[src/rtl/sc_pkg.sv]
// Shared types and sizing helpers for the stochastic-to-binary converter.
package sc_pkg;

    typedef enum logic [1:0] {
        IDLE  = 2'd0,
        ACCUM = 2'd1,
        HOLD  = 2'd2
    } sc_conv_state_t;

    localparam int SC_DEFAULT_WINDOW_BITS = 8;

    // Number of samples in one conversion window.
    function automatic int sc_window_len(input int window_bits);
        return 1 << window_bits;
    endfunction

    // Two extra bits hold the full count N and, in the bipolar build, the sign.
    function automatic int sc_result_width(input int window_bits);
        return window_bits + 2;
    endfunction

endpackage

[src/rtl/sc_stream_to_binary_if.sv]
// Handshake bundle between the stochastic-to-binary converter and its consumer.
interface sc_stream_to_binary_if #(
    parameter int WINDOW_BITS = 8
);
    logic                   start;
    logic                   bit_in;
    logic                   busy;
    logic                   out_valid;
    logic                   out_ready;
    logic [WINDOW_BITS+1:0] result;

    modport master (
        output start,
        output bit_in,
        output out_ready,
        input  busy,
        input  out_valid,
        input  result
    );

    modport slave (
        input  start,
        input  bit_in,
        input  out_ready,
        output busy,
        output out_valid,
        output result
    );
endinterface

[src/rtl/sc_window_counter.sv]
// Sample counter plus ones accumulator for one fixed-length stochastic window.
module sc_window_counter
    import sc_pkg::*;
#(
    parameter int WINDOW_BITS = 8
) (
    input  logic                 clk,
    input  logic                 rst,
    input  logic                 clear,
    input  logic                 enable,
    input  logic                 bit_in,
    output logic [WINDOW_BITS:0] ones,
    output logic                 last_sample
);
    localparam int N = sc_window_len(WINDOW_BITS);

    logic [WINDOW_BITS-1:0] sample_cnt;

    // Clear wins over enable; the sample counter wraps naturally after N samples.
    always_ff @(posedge clk or negedge rst) begin
        if (!rst) begin
            sample_cnt <= '0;
            ones       <= '0;
        end else if (clear) begin
            sample_cnt <= '0;
            ones       <= '0;
        end else if (enable) begin
            sample_cnt <= sample_cnt + 1'b1;
            ones       <= ones + (WINDOW_BITS+1)'(bit_in);
        end
    end

    assign last_sample = (sample_cnt == WINDOW_BITS'(N - 1));

endmodule

[src/rtl/sc_stream_to_binary.sv]
// Counts ones of a stochastic bitstream over 2^WINDOW_BITS cycles and hands the
// count out with valid/ready. Define SC_BIPOLAR_EN for a signed 2*ones-N result.
module sc_stream_to_binary
    import sc_pkg::*;
#(
    parameter int WINDOW_BITS = 8
) (
    input  logic                   clk,
    input  logic                   rst,
    sc_stream_to_binary_if.slave   bus
);
    localparam int N  = sc_window_len(WINDOW_BITS);
    localparam int RW = sc_result_width(WINDOW_BITS);

    sc_conv_state_t         state_q;
    sc_conv_state_t         state_d;
    logic                   cnt_clear;
    logic                   cnt_enable;
    logic                   load_result;
    logic                   last_sample;
    logic [WINDOW_BITS:0]   ones;
    logic [WINDOW_BITS:0]   final_count;
    logic [RW-1:0]          result_d;
    logic [RW-1:0]          result_q;

    sc_window_counter #(
        .WINDOW_BITS (WINDOW_BITS)
    ) u_window_counter (
        .clk         (clk),
        .rst         (rst),
        .clear       (cnt_clear),
        .enable      (cnt_enable),
        .bit_in      (bus.bit_in),
        .ones        (ones),
        .last_sample (last_sample)
    );

    // The last sample is still in flight on the capture edge, so fold it in here.
    assign final_count = ones + (WINDOW_BITS+1)'(bus.bit_in);

`ifdef SC_BIPOLAR_EN
    assign result_d = {final_count, 1'b0} - RW'(N);
`else
    assign result_d = {1'b0, final_count};
`endif

    always_ff @(posedge clk or negedge rst) begin
        if (!rst) begin
            state_q  <= IDLE;
            result_q <= '0;
        end else begin
            state_q <= state_d;
            if (load_result) begin
                result_q <= result_d;
            end
        end
    end

    // A HOLD handshake with start asserted restarts directly, skipping IDLE.
    always_comb begin
        state_d     = state_q;
        cnt_clear   = 1'b0;
        cnt_enable  = 1'b0;
        load_result = 1'b0;
        case (state_q)
            IDLE: begin
                if (bus.start) begin
                    cnt_clear = 1'b1;
                    state_d   = ACCUM;
                end
            end
            ACCUM: begin
                cnt_enable = 1'b1;
                if (last_sample) begin
                    load_result = 1'b1;
                    state_d     = HOLD;
                end
            end
            HOLD: begin
                if (bus.out_ready) begin
                    if (bus.start) begin
                        cnt_clear = 1'b1;
                        state_d   = ACCUM;
                    end else begin
                        state_d   = IDLE;
                    end
                end
            end
            default: begin
                state_d = IDLE;
            end
        endcase
    end

    assign bus.busy      = (state_q == ACCUM);
    assign bus.out_valid = (state_q == HOLD);
    assign bus.result    = result_q;

endmodule

[src/flat_wrapper.sv]
// flat-port wrapper written by rule: the top's interface ports become plain ports
module sc_stream_to_binary_flat import sc_pkg::*;
#(
    parameter int WINDOW_BITS = 8
)
  (clk, rst, bus_start, bus_bit_in, bus_out_ready, bus_busy, bus_out_valid, bus_result);
  sc_stream_to_binary_if #(.WINDOW_BITS(WINDOW_BITS)) bus_i ();
  input  logic clk;
  input  logic rst;
  input wire logic [$bits(bus_i.start)-1:0] bus_start;
  input wire logic [$bits(bus_i.bit_in)-1:0] bus_bit_in;
  input wire logic [$bits(bus_i.out_ready)-1:0] bus_out_ready;
  output wire logic [$bits(bus_i.busy)-1:0] bus_busy;
  output wire logic [$bits(bus_i.out_valid)-1:0] bus_out_valid;
  output wire logic [$bits(bus_i.result)-1:0] bus_result;
  assign bus_i.start = bus_start;
  assign bus_i.bit_in = bus_bit_in;
  assign bus_i.out_ready = bus_out_ready;
  assign bus_busy = bus_i.busy;
  assign bus_out_valid = bus_i.out_valid;
  assign bus_result = bus_i.result;
  sc_stream_to_binary #(.WINDOW_BITS(WINDOW_BITS)) u_core (.clk(clk), .rst(rst), .bus(bus_i));
endmodule
[config.mk]
export PLATFORM = sky130hd
export DESIGN_NAME = sc_stream_to_binary_flat
export DESIGN_NICKNAME = d
export VERILOG_FILES = /design/src/rtl/sc_pkg.sv /design/src/rtl/sc_stream_to_binary_if.sv /design/src/rtl/sc_window_counter.sv /design/src/rtl/sc_stream_to_binary.sv /design/src/flat_wrapper.sv
export SDC_FILE = /design/constraint.sdc
export NUM_CORES = 1
export LEC_CHECK = 0
export CELL_PAD_IN_SITES_DETAIL_PLACEMENT = 0
export CELL_PAD_IN_SITES_GLOBAL_PLACEMENT = 1
export CORE_ASPECT_RATIO = 1.1
export CORE_MARGIN = 10
export CORE_UTILIZATION = 42
export CTS_CLUSTER_DIAMETER = 120
export DETAILED_ROUTE_END_ITERATION = 7
export PLACE_DENSITY_LB_ADDON = 0.1
export SKIP_LAST_GASP = 1
export SLEW_MARGIN = 25
export SYNTH_ARGS = -nofsm -noshare
export SYNTH_HDL_FRONTEND = slang
export SYNTH_SLANG_ARGS = --single-unit
[constraint.sdc]
create_clock -name clk -period 1.58 [get_ports clk]
set_input_delay 0.237 -clock clk [delete_from_list [all_inputs] [get_ports clk]]
set_output_delay 0.237 -clock clk [all_outputs]
set_load 0.02 [all_outputs]
; ---- Yosys cells after proc, flatten, opt, wreduce, memory -nomap -nowiden
; Cells that the tools add are included.
[word_totals]
reg_bits = 28
in_bits = 5
out_inout_bits = 12
wordCells = 30
[op_classes]
n_addsub = 2
eq_ne = 6
muxes = 15
n_reduce_logical = 3
[op_table]
columns = cell, count
row1 = $mux W9, 2
row2 = $mux W8, 2
row3 = $add A9 B1 Y9, 1
row4 = $add A8 B1 Y8 const B, 1
row5 = $eq A8 B8 Y1 const B, 1
row6 = $mux W1, 6
row7 = $mux W2, 3
row8 = $pmux W2 S3, 1
row9 = $ne A2 B2 Y1 const B, 2
row10 = $reduce_and A3 Y1, 1
row11 = $eq A2 B1 Y1 const B, 1
row12 = $eq A2 B2 Y1 const B, 1
row13 = $logic_not A2 Y1, 1
row14 = $ne A2 B1 Y1 const B, 1
row15 = $pmux W1 S2, 1
row16 = $reduce_bool A2 Y1, 1

; ---- Depth between registers and ports, before layout
[depth]
word_depth = 4
mapped_depth = 6
depth_no_buf = 5

; ---- Cells and area by module
; From an unflattened synthesis, not the netlist that was laid out.
[hier_totals]
cells_unflattened = 147
area_unflattened_um2 = 1431.4
[by_module_without_submodules]
columns = mod, instances, cells_per_inst, area_per_inst_um2
row1 = sc_window_counter, 1, 82, 847.1
row2 = sc_stream_to_binary, 1, 65, 584.3

; ---- Worst setup path before layout
; No wires, ideal clock.
[synth_path]
path_kind = reg-to-reg
from = register u_core.u_window_counter.ones[0]
to = register u_core.u_window_counter.ones[8]
setup_ns = 0.083
arrival_time_ns = 1.241
setup_slack_ns = 0.257
path_stages_with_launch = 6
path_buffers = 0
period_less_slack_ns = 1.323
path_cell_list = dfrtp_1 > ha_1 > ha_1 > nand4_4 > or3_1 > o21ai_0
[synth_via]
elab_chain_len = 3
[synth_rtl]
columns = element, line
row1 = from (decl), sc_window_counter.sv:12  ; output logic [WINDOW_BITS:0] ones,
row2 = from (signal assigned), sc_window_counter.sv:29  ; ones <= ones + (WINDOW_BITS+1)'(bit_in);
row3 = $add A9 B1 Y9, sc_window_counter.sv:29
row4 = $mux W9, sc_window_counter.sv:27  ; end else if (enable) begin
row5 = $mux W9, sc_window_counter.sv:24  ; end else if (clear) begin
; Every way passes these cells. The select of a mux whose other input is x is not followed.
; A chain may end at the register's enable or synchronous reset.

; ---- Worst setup path after layout
[layout_path]
from = register u_core.state_q[1]
to = register u_core.u_window_counter.sample_cnt[5]
[layout_via]
elab_chain_len = 3
elab_cells_between_ends = 7
classes_between = eq/ne (2) / mux (3) / reduce/logical (2)
[layout_rtl]
columns = element, line
row1 = from (decl), sc_stream_to_binary.sv:15  ; sc_conv_state_t state_q;
row2 = from (signal assigned), sc_stream_to_binary.sv:52  ; state_q <= state_d;
row3 = "$eq A2 B2 Y1, or another cell as far along", sc_stream_to_binary.sv:65  ; case (state_q)
row4 = $pmux W1 S2 / $mux W1 (equally long branches), sc_stream_to_binary.sv:65
row5 = $mux W8 / $reduce_bool A2 Y1 (equally long branches), n/a
row6 = to (signal assigned), sc_window_counter.sv:28  ; sample_cnt <= sample_cnt + 1'b1;
row7 = to (decl), sc_window_counter.sv:17  ; logic [WINDOW_BITS-1:0] sample_cnt;
; Several ways; a longest one is shown, not always the timed one.

==> metrics.md <==
| Metric | Value |
|---|---|
| Outcome | `complete, no violations` |
| Leakage | `0.000785 µW` |
| TritonRoute pass-1 iters | `6` |
| FP Rows | `21` |
| Initial antenna violation count | `0` |
| Area contributors post-synth | `dfrtp_1, nand2_1, o21ai_0, xor2_1, nand4_4` |
| Global-route wire length before repair | `5.06 mm` |
| Most used DFF post-synth | `dfrtp_1` |
| Crit Path Category | `reg -> reg` |
| CTS tree | `built` |
| Height of the die | `80.3 µm` |
| Antenna Nets Post-Route | `0` |
| Total GRT Usage | `0.106` |
| Full die area | `6010 µm²` |
| Final Hold Viols | `0` |
| Syn Area/Cell | `10.0 µm²` |
| Count of different cell masters after synthesis | `33` |
| Synth top area share | `0.504` |
| Synth Instances | `139` |
| Overall Power | `1920 µW` |
| CTS root buf | `clkbuf_4` |
| Drt initial violations | `104` |
| Layout cells sized above 1 | `0.177` |
| Tcrit/Tclk final | `0.945` |
| Vias in the first global route | `1060` |
| Worst VDD drop | `0.810 mV` |
| Initial Util | `0.448` |
| PortBufs | `15` |
| Power Density | `1130 nW/µm²` |
| Placed cell count | `192` |
| Mapped Nets | `147` |
| Final WL | `2.85 mm` |
| Most frequent cell after synthesis | `dfrtp_1` |
| Avg WL per Cell | `14.4 µm` |
| Worst EP required | `1810 ps` |
| Clk buf depth | `2` |
| Final HPWL DP | `2.08 mm` |
| RSZ-0062 raised after global routing | `no` |
| Syn Std Cell Area | `1390 µm²` |
| CP max FO | `8` |
| Area Growth Syn to Fin | `22.4%` |
| Core region area | `3100 µm²` |
| CTS buffer count | `3` |
| CTS Sinks | `28` |
| Min Tclk post-route | `1490 ps` |
| Vias per cell | `5.20` |
| Flops & latches, synth | `28` |
| Clk_skew | `1.14 ps` |
| Type of the worst min-delay path | `in -> async` |
| Fmax | `670 MHz` |
| Final setup vio count | `0` |
| Drt drc | `0` |
| Crit-path slowest cell | `dfrtp_1` |
| Non-Filler Instances | `198` |
| Largest net degree at the start of global routing | `29` |
| Post-synth top cells | `dfrtp_1, nand2_1, o21ai_0` |
| Reg2Reg Depth | `5` |
| Slowest Stage Delay on Critical Path | `430 ps` |
| CP cell instances | `nand2b_2 -> buf_4 -> or3_1 -> xor2_1 -> nor2_2` |
| Dominant cell type by area after synthesis | `dfrtp_1` |
| Startpoint types | `register` |
| Final GP Congestion | `0.749` |
| GR Overflow Total | `0` |
| Count of max-cap constraint violations | `0` |
| Post-synth EDFFs | `0` |
| Clk_lat worst skew | `320 ps` |
| Yosys Warn Count | `0` |
| Boundary Pins | `17` |
| CP endpoint kind | `register` |
| Worst-path clk slew | `150 ps` |
| Post-synthesis sequential area ratio | `0.504` |
| Die Width | `74.9 µm` |
| N_diodes | `0` |
| Worst EP arrival | `1720 ps` |
| Max-slew violation count | `0` |
| Number of vias in the routed layout | `1030` |
| Nets | `173` |
| Async SR Flop Fraction | `1.00` |
| H-tree levels | `1` |
| CTS Hold Buffers Added | `0` |
## report_power, final
group | total, µW | internal (µW) | switching (µW)
Sequential | 974 | 851 | 122
Clock | 346 | 141 | 205
Combinational | 596 | 261 | 336
Total | 1920 | 1250 | 663
## layout by cell type (no fill, tap or decap), types with 2 or more instances in the layout
cell | Yosys | final
nand4_1 | 3 | 3
nand2_1 | 22 | 22
buf_4 | 3 | 10
o21ai_1 | 2 | 3
and3_1 | 4 | 4
nor2_1 | 8 | 8
mux2_2 | 2 | 2
o21ai_0 | 16 | 14
or3_1 | 2 | 2
a21oi_1 | 3 | 3
xor2_1 | 9 | 9
buf_6 | 0 | 2
dfrtp_1 | 28 | 28
clkdlybuf4s50_1 | 0 | 4
o31ai_1 | 3 | 3
inv_1 | 4 | 4
nand3_1 | 5 | 5
xnor2_1 | 4 | 4
ha_1 | 3 | 3
nand4_4 | 2 | 2
clkbuf_4 | 0 | 3
dlymetal6s2s_1 | 0 | 9
o21ai_2 | 1 | 2
## sequential cells by signal, summed over array words and instances, names as in the netlist
register	flops
u_core.u_window_counter.sample_cnt	8
u_core.u_window_counter.ones	9
u_core.bus.result	9
u_core.state_q	2
## final timing paths
path	from	to	slack (ps)
worst max-delay path	u_core.state_q[1]	u_core.u_window_counter.sample_cnt[5]	90
worst min-delay path	rst	u_core.bus.result[3]	280
worst max register to register	u_core.state_q[1]	u_core.u_window_counter.sample_cnt[5]	90
worst min register to register	u_core.bus.result[5]	u_core.bus.result[5]	490
max in group asynchronous	rst	u_core.u_window_counter.sample_cnt[7]	1040
min in group clk	u_core.bus.result[5]	u_core.bus.result[5]	490
## final cells by class
| type | count | area [µm²] |
|---|---|---|
| timing repair buffer | 27 | 265 |
| tap | 34 | 42.5 |
| inverter | 5 | 18.8 |
| fill | 287 | 1400 |
| multi-input combinational | 100 | 638 |
| sequential | 28 | 701 |
| clock buffer | 4 | 36.3 |
## cell families (layout without fill, tap and decap cells)
group,after synthesis,count (layout),share of synthesized area
and+or+nand+nor,52,52,0.210
AOI/OAI and AO/OA,29,29,0.119
DFF,28,28,0.504
xor gates and xnor gates,13,13,0.0819
buffers and inverters,11,36,0.0396
adders and majority gates,3,3,0.0270
muxes,2,2,0.0162
other,1,1,0.00270
## worst max-delay path, delay by kind of cell, from the launching register on
kind,cells,cell delay [ps]
XOR/XNOR,1,170
flip-flops,1,430
AND/OR/NAND/NOR,3,620
buffers and inverters,1,170
## through the flow
step	setup slack (ps)	utilization	setup TNS (ps)	hold WS (ps)	cell area, µm²
2_1_floorplan	257	-	0	-58.6	1390
3_3_place_gp	-118	0.523	-911	462	1620
3_5_place_dp	-182	0.523	-1390	471	1620
4_1_cts	-49.2	0.534	-49.2	277	1660
5_1_grt	4.93	0.549	0	272	1700
6_report	86.6	0.549	0	277	1700
## what timing repair did
action	CTS	global route
endpoints found under the setup margin	2	19
buffers inserted	0	2
gates resized for setup	2	17
## metal layers
metal / GRT usage / vias up / wire (µm) / share of wire
met1: 0.125 / 484 / 1280 / 0.45
met4: 0.0341 / 0 / 22 / 0.0077
met3: 0.0197 / 2 / 68 / 0.024
met5: 0 / - / 0 / 0
li1: - / 526 / - / -
met2: 0.186 / 18 / 1480 / 0.52
(Power assumes the default switching activity.)
==> edit (config.mk and constraints unchanged) <==
The option `SC_BIPOLAR_EN` is turned on by a define.
--- a/src/rtl/sc_stream_to_binary.sv
+++ b/src/rtl/sc_stream_to_binary.sv
@@ -1,4 +1,6 @@
 // Counts ones of a stochastic bitstream over 2^WINDOW_BITS cycles and hands the
 // count out with valid/ready. Define SC_BIPOLAR_EN for a signed 2*ones-N result.
+`define SC_BIPOLAR_EN
+
 module sc_stream_to_binary
     import sc_pkg::*;
Behaviour: same outputs for any inputs over 10 cycles, from zero or initial values and one cycle with rst low; that may be too few to reach the edited logic, so the function may still have changed.
==> edit against the unedited design <==
- setup slack got worse by 6.4 ps
- final area increased by 3.9%
- largest power group unchanged
- routed wire length decreased by 6.7%
- die area decreased by 0.26%
- total power increased by 13%
- fmax decreased by 0.43%
- synthesized area decreased by 0.36%
- sequential cell count unchanged
==> edit: results (changes against the unedited design) <==
cts_max_level: 1  # unchanged
grt_usage_pct: 9.61  # was 10.6%
synthArstFlopShare_pct: 100  # unchanged
crit_start: "u_core.u_window_counter.ones[0]"  # was u_core.state_q[1]
worstPathArrival_ps: 1730
diodes: 0  # unchanged
r2r_end: "u_core.bus.result[7]"  # was u_core.u_window_counter.sample_cnt[5]
path_max_fanout: 4  # was 8
yosysUniqueCellTypes: 31  # was 33
drive_above_1_share_pct: 25.2  # was 17.7%
portBuffers: 15  # unchanged
grt_antenna_before_repair: 0  # unchanged
wirelength_mm: 2.66  # was 2.85 mm
gp_congestion: 0.715  # was 0.749
cts_buffers: 3  # unchanged
yosysSeqAreaShare_pct: 50.6  # was 50.4%
n_fill_cell: 265  # was 287
grt_pass1_wl_mm: 4.59  # was 5.06 mm
crit_type: "reg2reg"  # unchanged
synth_area_leaders: "dfrtp_1 51%, nand2_1 6.0%, xor2_1 5.7%"  # was dfrtp_1 50%, nand2_1 5.9%, o21ai_0 5.8%
worstHoldPathType: "in2async"  # unchanged
use_met1_pct: 12.2  # was 12.5%
num-nets-final: 172  # was 173
yosys_warnings: 0  # unchanged
dr.pass1.iters: 4  # was 6
ir_drop_mv: 0.578  # was 0.810 mV
worst-r2r-cell-count: 7  # was 5
r2r_setup_slack_ps: 80
cts_root_buffer: "clkbuf_4"  # unchanged
hpwl_mm: 1.92  # was 2.08 mm
synthFlopType: "dfrtp_1"  # unchanged
met3_usage_pct: 1.72  # was 1.97%
clkSlewWorstSetupHoldPaths_ps: 160
status: "finished clean"  # unchanged
skew_ps: 7.87  # was 1.14 ps
synth_top_area_share_pct: 50.6  # was 50.4%
clk_latency_ps: 330
clockBufferDepth: 2  # unchanged
synth_commonest_cells: "28 x dfrtp_1, 22 x nand2_1, 11 x nor2_1, 11 x o21ai_0, 9 x xor2_1"  # was 28 x dfrtp_1, 22 x nand2_1, 16 x o21ai_0
num_vias: 987  # was 1030
drt_iter0_drc: 38  # was 104
grt_max_degree: 29  # unchanged
p_leak_uw: 0.000845  # was 0.000785 µW
syn-num-nets: 143  # was 147
grt_use_met2_pct: 15.8  # was 18.6%
[edit: changes by cell type in the layout (fill, tap and decap cells not counted), moves of 3 or more]
cell / delta
o22ai_1: +3
mux2_4: +4
buf_4: +5
o21ai_0: -4
o31ai_1: -3
[edit: where the power goes]
part           switching [µW]  leakage, µW  internal, µW  total (µW)
sequential                149     0.000338           869        1020
clock                     216    0.0000279           257         473
combinational             344     0.000479           323         667
[edit: cell families (layout without fill, tap and decap cells)]
logic type,after synthesis,after routing,share of synthesized area [%]
other,1,1,0.271
AOI/OAI and AO/OA,23,23,9.94
xor gates and xnor gates,14,14,8.85
muxes,4,4,4.34
buffers and inverters,10,38,3.79
DFF,28,28,50.6
adders and majority gates,3,3,2.71
and+or+nand+nor,52,52,19.5
[edit: layout make-up]
class	instances	area share [%]
Timing Repair Buffer	30	15.6
Sequential cell	28	39.6
Clock buffer	3	1.27
Tap cell	34	2.41
Inverter	4	0.849
Clock inverter	1	1.70
Multi-Input combinational cell	97	38.5
[edit: routing by layer]
layer / part of all wire [%] / wire [µm] / up-vias
met3: 2.3 / 62 / 2
met1: 48 / 1280 / 464
met5: 0 / 0 / -
met2: 49 / 1310 / 7
li1: - / - / 514
met4: 0.64 / 17 / 0
[edit: timing repair]
item                                    in CTS  in global routing
pin swaps                                    0                  2
resized for setup                            3                 22
setup buffers                                0                  3
cloned                                       0                  0
endpoints found under the setup margin       3                 18
[edit: worst min path at each step]
| stage | start | cells past startpoint | end | slack (ps) |
|---|---|---|---|---|
| 3_5_place_dp | u_core.bus.result[4] | 2 | u_core.bus.result[4] | 470 |
| 2_1_floorplan | rst | 0 | u_core.bus.result[1] | -60 |
| 4_1_cts | rst | 2 | u_core.u_window_counter.ones[6] | 270 |
| 6_report | rst | 2 | u_core.u_window_counter.ones[6] | 260 |
| 3_3_place_gp | u_core.bus.result[5] | 2 | u_core.bus.result[5] | 460 |
| 5_1_grt | rst | 2 | u_core.bus.result[5] | 280 |
[edit: through the flow]
stage | instances | setup WS, ps | cell area (µm²)
global route | 197 | -56.2 | 1770
detailed placement | 190 | -305 | 1630
finish | 197 | 80.2 | 1770
global placement | 190 | -270 | 1630
floorplan | 135 | 72.9 | 1390
CTS | 194 | -31.8 | 1680
[edit: critical path: stages (launching register included)]
cell and delay, ps:
dfrtp_1 390, ha_2 180, ha_2 200, nand3_4 110, nor3_4 210, buf_4 140
xnor2_1 100, o21ai_1 70
